**src/rtl/sorted_word_serializer_pkg.sv**
```systemverilog
// ---------------------------------------------------------------------------
// sort_pkg
// Shared definitions for the packed sorted-word interface that runs between
// the 4-element sorting network and its consumers.
//   SORT_W, SORT_N : default element width and element count per word
//   elem_t         : one element
//   word_t         : packed word, element 0 in the LSBs
//   ser_state_e    : serializer FSM states
// ---------------------------------------------------------------------------
package sort_pkg;

  parameter int SORT_W = 4;
  parameter int SORT_N = 4;

  typedef logic [SORT_W-1:0] elem_t;
  typedef elem_t [SORT_N-1:0] word_t;

  typedef enum logic {
    IDLE = 1'b0,
    EMIT = 1'b1
  } ser_state_e;

endpackage

```
**src/rtl/sorted_word_serializer_if.sv**
```systemverilog
// ---------------------------------------------------------------------------
// sorted_word_serializer_if
// Groups both handshakes of the serializer.
//   Input side  : in_valid, in_ready, in_data (N*W packed), in_desc
//   Output side : out_valid, out_ready, out_data (W), out_last, out_unsorted
//   out_count   : distinct-element count, only when
//                 SORTED_WORD_SERIALIZER_DEDUP_EN is defined
// Modports:
//   slave  : the serializer itself
//   master : whoever feeds words in and drains elements out
// ---------------------------------------------------------------------------
interface sorted_word_serializer_if #(
  parameter int W = sort_pkg::SORT_W,
  parameter int N = sort_pkg::SORT_N
);

  localparam int CW = $clog2(N + 1);

  logic           in_valid;
  logic           in_ready;
  logic [N*W-1:0] in_data;
  logic           in_desc;
  logic           out_valid;
  logic           out_ready;
  logic [W-1:0]   out_data;
  logic           out_last;
  logic           out_unsorted;
`ifdef SORTED_WORD_SERIALIZER_DEDUP_EN
  logic [CW-1:0]  out_count;
`endif

  modport slave (
    input  in_valid,
    output in_ready,
    input  in_data,
    input  in_desc,
    output out_valid,
    input  out_ready,
    output out_data,
    output out_last,
`ifdef SORTED_WORD_SERIALIZER_DEDUP_EN
    output out_count,
`endif
    output out_unsorted
  );

  modport master (
    output in_valid,
    input  in_ready,
    output in_data,
    output in_desc,
    input  out_valid,
    output out_ready,
    input  out_data,
    input  out_last,
`ifdef SORTED_WORD_SERIALIZER_DEDUP_EN
    input  out_count,
`endif
    input  out_unsorted
  );

endinterface

```
**src/rtl/sorted_word_serializer_sort_checker.sv**
```systemverilog
// ---------------------------------------------------------------------------
// sort_checker
// Purely combinational check that a packed word is non-decreasing from
// element 0 upward. Equal neighbours count as sorted.
//   data     : N*W packed word, element k at bits [k*W +: W]
//   unsorted : 1 when some element k+1 is smaller than element k
// ---------------------------------------------------------------------------
module sort_checker #(
  parameter int W = sort_pkg::SORT_W,
  parameter int N = sort_pkg::SORT_N
) (
  input  logic [N*W-1:0] data,
  output logic           unsorted
);

  always_comb begin
    unsorted = 1'b0;
    for (int k = 1; k < N; k++) begin
      if (data[k*W +: W] < data[(k-1)*W +: W]) begin
        unsorted = 1'b1;
      end
    end
  end

endmodule

```
**src/rtl/sorted_word_serializer.sv**
```systemverilog
// ---------------------------------------------------------------------------
// sorted_word_serializer
// Accepts one packed word of N sorted W-bit elements and streams the
// elements out one per cycle, ascending or descending, with a last flag and
// a sortedness flag held for the whole word.
// Ports:
//   clk   : rising-edge clock
//   rst_n : asynchronous active-low reset
//   bus   : sorted_word_serializer_if.slave (both valid/ready handshakes)
// Optional feature macro: SORTED_WORD_SERIALIZER_DEDUP_EN
//   When defined, elements equal to the previously emitted element of the
//   same word are skipped, out_last marks the last distinct element and
//   out_count reports the number of distinct elements.
// ---------------------------------------------------------------------------
module sorted_word_serializer
  import sort_pkg::*;
#(
  parameter int W = SORT_W,
  parameter int N = SORT_N
) (
  input logic                    clk,
  input logic                    rst_n,
  sorted_word_serializer_if.slave bus
);

  localparam int IW = $clog2(N);
`ifdef SORTED_WORD_SERIALIZER_DEDUP_EN
  localparam int CW = $clog2(N + 1);
`endif

  ser_state_e     state;
  ser_state_e     state_next;

  logic [N*W-1:0] word_q;
  logic [IW-1:0]  idx_q;
  logic [IW-1:0]  idx_step;
  logic           desc_q;
  logic           unsorted_q;
  logic           unsorted_in;
  logic [N-1:0]   keep_q;
  logic [N-1:0]   keep_in;
  logic           has_next;
  logic           in_ready_c;
  logic           accept;
`ifdef SORTED_WORD_SERIALIZER_DEDUP_EN
  logic [CW-1:0]  count_q;
  logic [CW-1:0]  count_in;
`endif

  sort_checker #(
    .W(W),
    .N(N)
  ) u_sort_checker (
    .data    (bus.in_data),
    .unsorted(unsorted_in)
  );

  // Which element positions of the incoming word will produce an output
  // cycle. The first element in emission order is always kept; with dedup a
  // later element is kept only when it differs from its predecessor in
  // emission order, which is exactly "differs from the last emitted value".
`ifdef SORTED_WORD_SERIALIZER_DEDUP_EN
  always_comb begin
    keep_in  = '0;
    count_in = '0;
    if (bus.in_desc) begin
      keep_in[N-1] = 1'b1;
      for (int k = 0; k < N - 1; k++) begin
        keep_in[k] = (bus.in_data[k*W +: W] != bus.in_data[(k+1)*W +: W]);
      end
    end else begin
      keep_in[0] = 1'b1;
      for (int k = 1; k < N; k++) begin
        keep_in[k] = (bus.in_data[k*W +: W] != bus.in_data[(k-1)*W +: W]);
      end
    end
    for (int k = 0; k < N; k++) begin
      count_in = count_in + CW'(keep_in[k]);
    end
  end
`else
  assign keep_in = '1;
`endif

  // Nearest kept position beyond the current index in the emission
  // direction. No such position means the current element is the last one,
  // so the index can never run past either end of the word.
  always_comb begin
    idx_step = idx_q;
    has_next = 1'b0;
    if (!desc_q) begin
      for (int k = 0; k < N; k++) begin
        if (!has_next && keep_q[k] && (k > int'(idx_q))) begin
          idx_step = IW'(k);
          has_next = 1'b1;
        end
      end
    end else begin
      for (int k = N - 1; k >= 0; k--) begin
        if (!has_next && keep_q[k] && (k < int'(idx_q))) begin
          idx_step = IW'(k);
          has_next = 1'b1;
        end
      end
    end
  end

  // FSM state register.
  always_ff @(posedge clk or negedge rst_n) begin
    if (!rst_n) begin
      state <= IDLE;
    end else begin
      state <= state_next;
    end
  end

  // Next state and input-side ready. A new word may be taken on the same
  // cycle the final element is handed off, which keeps back-to-back words
  // free of bubbles at the cost of a combinational out_ready -> in_ready path.
  always_comb begin
    state_next = state;
    in_ready_c = 1'b0;
    case (state)
      IDLE: begin
        in_ready_c = 1'b1;
        if (bus.in_valid) begin
          state_next = EMIT;
        end
      end
      EMIT: begin
        if (bus.out_ready && !has_next) begin
          in_ready_c = 1'b1;
          state_next = bus.in_valid ? EMIT : IDLE;
        end
      end
      default: begin
        state_next = IDLE;
      end
    endcase
  end

  assign accept = bus.in_valid & in_ready_c;

  // Word buffer, direction, sortedness and emission index. A newly accepted
  // word always wins over stepping, since acceptance in EMIT only happens
  // on the final element.
  always_ff @(posedge clk or negedge rst_n) begin
    if (!rst_n) begin
      word_q     <= '0;
      idx_q      <= '0;
      desc_q     <= 1'b0;
      unsorted_q <= 1'b0;
      keep_q     <= '0;
`ifdef SORTED_WORD_SERIALIZER_DEDUP_EN
      count_q    <= '0;
`endif
    end else if (accept) begin
      word_q     <= bus.in_data;
      idx_q      <= bus.in_desc ? IW'(N - 1) : '0;
      desc_q     <= bus.in_desc;
      unsorted_q <= unsorted_in;
      keep_q     <= keep_in;
`ifdef SORTED_WORD_SERIALIZER_DEDUP_EN
      count_q    <= count_in;
`endif
    end else if ((state == EMIT) && bus.out_ready && has_next) begin
      idx_q <= idx_step;
    end
  end

  assign bus.in_ready     = in_ready_c;
  assign bus.out_valid    = (state == EMIT);
  assign bus.out_data     = (state == EMIT) ? word_q[idx_q*W +: W] : '0;
  assign bus.out_last     = (state == EMIT) && !has_next;
  assign bus.out_unsorted = unsorted_q;
`ifdef SORTED_WORD_SERIALIZER_DEDUP_EN
  assign bus.out_count    = count_q;
`endif

endmodule

```
**src/flat_wrapper.sv**
```systemverilog
// flat-port wrapper written by rule: the top's interface ports become plain ports
module sorted_word_serializer_flat import sort_pkg::*;
#(
  parameter int W = SORT_W,
  parameter int N = SORT_N
)
  (clk, rst_n, bus_in_valid, bus_in_ready, bus_in_data, bus_in_desc, bus_out_valid, bus_out_ready, bus_out_data, bus_out_last, bus_out_unsorted);
  sorted_word_serializer_if #(.W(W), .N(N)) bus_i ();
  input logic clk;
  input logic rst_n;
  input wire logic [$bits(bus_i.in_valid)-1:0] bus_in_valid;
  output wire logic [$bits(bus_i.in_ready)-1:0] bus_in_ready;
  input wire logic [$bits(bus_i.in_data)-1:0] bus_in_data;
  input wire logic [$bits(bus_i.in_desc)-1:0] bus_in_desc;
  output wire logic [$bits(bus_i.out_valid)-1:0] bus_out_valid;
  input wire logic [$bits(bus_i.out_ready)-1:0] bus_out_ready;
  output wire logic [$bits(bus_i.out_data)-1:0] bus_out_data;
  output wire logic [$bits(bus_i.out_last)-1:0] bus_out_last;
  output wire logic [$bits(bus_i.out_unsorted)-1:0] bus_out_unsorted;
  assign bus_i.in_valid = bus_in_valid;
  assign bus_in_ready = bus_i.in_ready;
  assign bus_i.in_data = bus_in_data;
  assign bus_i.in_desc = bus_in_desc;
  assign bus_out_valid = bus_i.out_valid;
  assign bus_i.out_ready = bus_out_ready;
  assign bus_out_data = bus_i.out_data;
  assign bus_out_last = bus_i.out_last;
  assign bus_out_unsorted = bus_i.out_unsorted;
  sorted_word_serializer #(.W(W), .N(N)) u_core (.clk(clk), .rst_n(rst_n), .bus(bus_i));
endmodule
```
**config.mk**
```make
export PLATFORM = sky130hd
export DESIGN_NAME = sorted_word_serializer_flat
export DESIGN_NICKNAME = d
export VERILOG_FILES = /design/src/rtl/sorted_word_serializer_pkg.sv /design/src/rtl/sorted_word_serializer_if.sv /design/src/rtl/sorted_word_serializer_sort_checker.sv /design/src/rtl/sorted_word_serializer.sv /design/src/flat_wrapper.sv
export SDC_FILE = /design/constraint.sdc
export NUM_CORES = 1
export LEC_CHECK = 0
export ABC_AREA = 1
export CAP_MARGIN = 25
export CORE_MARGIN = 4
export CORE_UTILIZATION = 35
export CTS_CLUSTER_SIZE = 8
export DETAILED_ROUTE_END_ITERATION = 6
export GPL_TIMING_DRIVEN = 0
export PLACE_DENSITY_LB_ADDON = 0.3
export SLEW_MARGIN = 10
export SYNTH_ARGS = -nofsm -noshare
export SYNTH_HDL_FRONTEND = slang
export SYNTH_SLANG_ARGS = --single-unit
```
**constraint.sdc**
```tcl
create_clock -name clk -period 1.5 [get_ports clk]
set_clock_uncertainty 0.05 [all_clocks]
set_input_delay 0.3 -clock clk [delete_from_list [all_inputs] [get_ports clk]]
set_output_delay 0.3 -clock clk [all_outputs]
set_load 0.03 [all_outputs]
```
==> results of run 1 <==
cells by family after synthesis:
logic type | after synthesis
AO/OA/AOI/OAI | 30
adder cells (fa/ha/maj) | 9
buffers and inverters | 27
flip-flops | 22
AND/OR/NAND/NOR | 82
power by group through the flow:
stage               registers [mW]  clock network (mW)  logic [mW]
CTS                           1.04               0.443        2.28
global placement              1.03                   0        2.02
global route                  1.07               0.466        2.56
floorplan                     1.04                   0        1.42
finish                        1.04               0.429        2.33
detailed placement            1.04                   0        2.04
routing by layer:
| metal | up-vias | global-route usage (%) | wire length (µm) |
|---|---|---|---|
| li1 | 623 | - | - |
| met1 | 547 | 18.3 | 1490 |
| met2 | 31 | 20.1 | 1480 |
| met3 | 5 | 2.73 | 152 |
| met4 | 0 | 3.83 | 38 |
| met5 | - | 0 | 0 |
cell usage in the layout, fill, tap and decap left out, types with 2 or more instances in the layout:
cell and instances:
a22oi_2 2, nand2_2 5, o21ai_2 12, inv_2 3, inv_1 18, nand3_1 10, o21ai_1 5, dlygate4sd2_1 2
buf_6 10, nand2_4 2, nor2_1 7, clkdlybuf4s50_1 20, a21oi_2 2, nand3_2 2, o21ai_0 3, nand2_1 52
ha_1 9, buf_8 3, nor2_2 2, dfrtp_1 21, a21oi_1 4, clkbuf_8 4
what timing repair did:
action | in CTS | in global routing
resized for setup | 63 | 7
endpoints found under the hold margin | 0 | 0
pin swaps | 8 | 3
endpoints found under the setup margin | 25 | 28
buffers inserted | 4 | 0
worst min-delay path by stage:
stage	endpoint	cells after the start	slack [ns]
global route	u_core.word_q[9]$_DFFE_PN0P_	1	0.40
finish	u_core.idx_q[0]$_DFFE_PN0P_	1	0.36
CTS	u_core.word_q[7]$_DFFE_PN0P_	2	0.44
detailed placement	u_core.word_q[5]$_DFFE_PN0P_	2	0.41
floorplan	u_core.bus.out_unsorted$_DFFE_PN0P_	0	-0.05
global placement	u_core.word_q[5]$_DFFE_PN0P_	2	0.41
registers in the layout, summed over array words and instances, names as in the netlist:
name and flops:
u_core.word_q 16, u_core.idx_q 2, u_core.bus.out_unsorted 1, u_core.bus.out_valid 1, u_core.desc_q 1, u_core.keep_q 1
layout make-up:
| type | instances | area [µm²] | area share (%) |
|---|---|---|---|
| Inverter | 23 | 93.8 | 4.92 |
| Buffer | 4 | 61.3 | 3.22 |
| Clock buffer | 4 | 55.1 | 2.89 |
| Tap cell | 48 | 60.1 | 3.15 |
| Sequential cell | 22 | 552 | 28.9 |
| Timing Repair Buffer | 33 | 342 | 17.9 |
| Multi-Input combinational cell | 121 | 743 | 39.0 |
==> impl_metrics.py, run 1 <==
metrics = {
    "drt": {
        "drc": 0,
        "wire_per_inst_um": 12.4,
        "antenna_left": 0,
        "vias": 1206,
        "avgViaCountPerCell": 4.73,
        "drt_iter0_drc": 39,
        "drt_wl_total_mm": 3.16,
        "first_pass_iters": 4,
    },
    "synth": {
        "synthArstFlopShare_pct": 100,
        "seq_area_frac_synth_pct": 40.5,
        "synthFlopType": "dfrtp_1",
        "synth_compound_area_share_pct": 14.9,
        "yosys-top-cells-count": "55 x nand2_1, 22 x dfrtp_1, 21 x inv_1, 12 x o21ai_2, 11 x nand3_1",
        "ys_seq_elements": 22,
        "synth.distinct_cells": 20,
        "synth-edff-count": 0,
        "syn_area_per_cell_um2": 8.00,
        "synth.most_common_cell": "nand2_1",
        "synth_area_leaders": "dfrtp_1 40%, nand2_1 15%, ha_1 8.3%, o21ai_2 7.7%, inv_1 5.8%",
        "synth_top_area_share_pct": 40.5,
        "muxShareOfSynthArea_pct": 0,
        "yosysWarningCount": 0,
        "synthAdderAreaFrac_pct": 8.28,
        "syn_area_um2": 1360,
        "synth_top_family_by_area": "simple AND/OR/NAND/NOR gates",
        "synth_nets": 200,
        "syn_inst": 170,
        "synth-simple-area-share_pct": 26.4,
        "synth_top_cell_by_area": "dfrtp_1",
        "yosys.area_share.xor_xnor_pct": 0,
    },
    "cells_and_area": {
        "final_util_pct": 51.3,
        "fill_cells": 367,
        "area_delta_synth_final_pct": 40.2,
        "diodes": 0,
        "fin_nets": 238,
        "final_area_um2": 1910,
        "final_layout_size_suffix_gt1_share_pct": 27.1,
        "finalNonFillerCells": 255,
    },
    "worst_setup_path": {
        "reg2reg_to": "u_core.idx_q[0]$_DFFE_PN0P_",
        "end_kind": "output pin",
        "r2r_cells": 10,
        "cp.required_ns": 1.15,
        "worstPathMaxFanout": 4,
        "critPathSlowestCell": "dfrtp_2",
        "slowest_delay_ns": 0.45,
        "cp_top_family": "flip-flops",
        "r2r_slack_ns": -0.09,
        "cp.arrival_ns": 1.40,
        "start_kind": "register",
        "crit_cells": 6,
        "setup.worst_path.class": "register to output pin",
        "critPathCapture": "bus_out_data[0]",
        "crit_top_cell": "buf_6",
        "reg2reg_from": "u_core.idx_q[1]$_DFFE_PN0P_",
        "crit_chain": "buf_6 > nand2_4 > inv_4 > a22oi_2 > a21oi_2 > buf_6",
        "cp_num_buf_inv": 3,
        "crit_start": "u_core.idx_q[1]$_DFFE_PN0P_",
    },
    "clock_network": {
        "clk_latency_ns": 0.26,
        "cts-root-buf": "clkbuf_8",
        "holdBufCountCts": 0,
        "cts_sinks": 22,
        "cts_made_buffers": 3,
        "htree_levels": 1,
        "clockBufferDepth": 2,
        "tritoncts": "built",
        "clk_pin_slew_worst_paths_ns": 0.08,
    },
    "placed_design": {
        "placed_cell_area_um2": 1730,
        "port_buffers": 28,
        "routabilityCongestion": 0.822,
        "dp_slack_ns": -0.606,
        "place_inst": 246,
        "dp_hpwl_mm": 2.33,
    },
    "timing": {
        "worst_pin_slew_ns": 0.604,
        "slew_viol_final": 0,
        "min_period_ns": 1.75,
        "setup_tns_ns": -2.51,
        "setup_ws_ns": -0.247,
        "max_freq_mhz": 573,
        "period_share_pct": 116,
        "whs_ns": 0.359,
        "slew_headroom_pct": 59.6,
        "grt_setup_unrepaired": "yes",
        "setup_viol": 26,
        "finalHoldViolCount": 0,
    },
    "die": {
        "die-width_um": 70.3,
        "die_area_um2": 4950,
        "ioPinCount": 29,
        "die_y_um": 70.3,
        "fp-row-count": 22,
        "initial_core_util_pct": 36.6,
        "core_um2": 3720,
    },
    "power": {
        "ir_worst_vdd_mv": 1.31,
        "p_sw_mw": 1.69,
        "power_frac_comb_pct": 61.4,
        "power_mw": 3.80,
        "clock_power_share_pct": 11.3,
        "power_density_nw_per_um2": 1990,
        "p_int_mw": 2.11,
        "p_seq_share_pct": 27.3,
        "switching_share_pct": 44.4,
        "p_leak_nw": 0.958,
    },
    "global_routing": {
        "gr-usage-all-layers_pct": 13.0,
        "antenna_found_initial": 0,
        "grt_max_degree": 23,
        "globalRouteOverflowTotal": 0,
        "grt_pass1_wl_mm": 5.18,
        "grt_pass1_vias": 1148,
    },
    "flow_run": {
        "drv_cap": 0,
    },
    "min_path": {
        "worstHoldPathType": "primary input to async pin",
    },
    "run_status": {
        "failed_checks": "negative setup slack",
        "status": "finished with violations",
    },
}
Note: power is estimated with default switching activity, not from simulation.
==> run 2, diff against run 1 <==
GPL_ROUTABILITY_DRIVEN = 1   (was default)
==> results of run 2 <==
No change in the layout: final DEF, timing and power equal those of run 1.
==> run 3, diff against run 2 <==
SETUP_SLACK_MARGIN = 0.05   (was default)
==> impl_metrics.py, run 3 (same netlist as run 1, synthesis figures left out) <==
metrics = {
    "placed_design": {
        "dp_slack_ns": -0.634,
        "dp_hpwl_mm": 2.38,
        "placed_cell_area_um2": 1730,
        "port_buffers": 28,
        "routabilityCongestion": 0.805,
        "place_inst": 246,
    },
    "timing": {
        "whs_ns": 0.348,
        "slew_viol_final": 0,
        "worst_pin_slew_ns": 0.592,
        "setup_ws_ns": -0.263,
        "min_period_ns": 1.76,
        "setup_viol": 26,
        "setup_tns_ns": -3.78,
        "max_freq_mhz": 567,
        "grt_setup_unrepaired": "yes",
        "period_share_pct": 118,
        "slew_headroom_pct": 60.4,
        "finalHoldViolCount": 0,
    },
    "min_path": {
        "hold-path-endpoint": "u_core.word_q[9]$_DFFE_PN0P_",
        "worstHoldPathType": "primary input to register",
        "min-delay-start": "bus_in_data[9]",
        "worstHoldPathCells": 3,
    },
    "cells_and_area": {
        "final_util_pct": 55.1,
        "fill_cells": 353,
        "diodes": 0,
        "finalNonFillerCells": 258,
        "final_cell_mix": "53 x nand2_1, 21 x dfrtp_1, 18 x inv_1, 18 x clkdlybuf4s50_1, 14 x o21ai_2",
        "layout_commonest_cell": "nand2_1",
        "multi_input_area_um2": 766,
        "fin_nets": 241,
        "final_layout_size_suffix_gt1_share_pct": 30.5,
        "final_area_um2": 2050,
        "reg_top3": "u_core.word_q (16), u_core.idx_q (2)",
        "seq_area_um2": 552,
        "largest_register": "u_core.word_q",
        "area_delta_synth_final_pct": 50.4,
        "largest_reg_flops": 16,
    },
    "worst_setup_path": {
        "crit_top_cell": "buf_6",
        "worstPathMaxFanout": 8,
        "cp.required_ns": 1.15,
        "end_kind": "output pin",
        "setup.worst_path.class": "register to output pin",
        "critPathSlowestCell": "dfrtp_1",
        "cp.arrival_ns": 1.41,
        "reg2reg_from": "u_core.idx_q[0]$_DFFE_PN0P_",
        "r2r_slack_ns": -0.17,
        "crit_chain": "buf_6 > nor2_4 > nand2_1 > a31oi_2 > buf_6",
        "r2r_cells": 11,
        "slowest_delay_ns": 0.38,
        "start_kind": "register",
        "reg2reg_to": "u_core.word_q[2]$_DFFE_PN0P_",
    },
    "drt": {
        "drt_iter0_drc": 48,
        "wire_per_inst_um": 13.5,
        "drc": 0,
        "antenna_left": 0,
        "avgViaCountPerCell": 4.79,
        "drt_wl_total_mm": 3.49,
        "vias": 1236,
        "first_pass_iters": 4,
    },
    "die": {
        "ioPinCount": 29,
        "core_um2": 3720,
        "die_area_um2": 4950,
        "die_y_um": 70.3,
        "fp-row-count": 22,
        "initial_core_util_pct": 36.6,
        "die-width_um": 70.3,
    },
    "power": {
        "power_mw": 4.05,
        "p_leak_nw": 1.05,
        "ir_worst_vdd_mv": 1.41,
        "power_density_nw_per_um2": 1980,
    },
    "global_routing": {
        "grt_max_degree": 23,
        "globalRouteOverflowTotal": 0,
        "antenna_found_initial": 0,
        "grt_pass1_vias": 1281,
        "gr-usage-all-layers_pct": 14.6,
        "grt_pass1_wl_mm": 5.77,
    },
    "clock_network": {
        "tritoncts": "built",
        "cts_sinks": 22,
        "cts_made_buffers": 3,
        "htree_levels": 1,
        "clockBufferDepth": 2,
        "clk_pin_slew_worst_paths_ns": 0.08,
        "clk_latency_ns": 0.26,
        "cts-root-buf": "clkbuf_8",
        "holdBufCountCts": 0,
    },
    "run_status": {
        "failed_checks": "negative setup slack",
        "status": "finished with violations",
    },
    "flow_run": {
        "drv_cap": 0,
    },
}
[run 3: final cells by class]
cell class                      instances  share of cell area, %
Buffer                                  4                   3.00
Clock buffer                            4                   2.69
Inverter                               23                   4.83
Multi-Input combinational cell        121                   37.4
Sequential cell                        22                   27.0
Tap cell                               48                   2.94
Timing Repair Buffer                   36                   22.1
[run 3: how the worst max path moves through the flow]
stage                     slack, ns              end  depth (start not counted)                           start
final                         -0.26  bus_out_data[1]                          5     u_core.idx_q[0]$_DFFE_PN0P_
after global routing          -0.33  bus_out_data[1]                          5     u_core.idx_q[0]$_DFFE_PN0P_
after CTS                     -0.26  bus_out_data[1]                          5     u_core.idx_q[0]$_DFFE_PN0P_
after detailed placement      -0.63  bus_out_data[2]                          5     u_core.idx_q[1]$_DFFE_PN0P_
after global placement        -0.65  bus_out_data[2]                          5     u_core.idx_q[1]$_DFFE_PN0P_
after floorplan               -0.04  bus_out_data[1]                          2  u_core.bus.out_valid$_DFF_PN0_
[run 3: where the power goes]
part	switching, mW	total [mW]	internal [mW]
Clock	0.198	0.432	0.234
Combinational	1.36	2.56	1.20
Sequential	0.189	1.05	0.864
Total	1.75	4.05	2.30
[run 3: routing by layer]
layer	GRT usage, %	wire length (µm)	up-vias
met2	25.1	1770	32
li1	-	-	626
met1	18.4	1520	572
met4	4.04	59	0
met3	3.02	141	6
met5	0	0	-
[run 3: worst max-delay path, delay by kind of cell, from the launching register on]
| family | cells | cell delay [ns] |
|---|---|---|
| flops | 1 | 0.38 |
| compound gates | 1 | 0.20 |
| buf+inv | 2 | 0.30 |
| simple gates | 2 | 0.28 |
[run 3: what timing repair did]
| item | 4_1_cts | 5_1_grt |
|---|---|---|
| hold endpoints to repair | 0 | 0 |
| setup buffers | 4 | 0 |
| cloned | 3 | 0 |
| pin swaps | 6 | 7 |
| gates resized for setup | 58 | 18 |
| setup endpoints to repair | 28 | 28 |
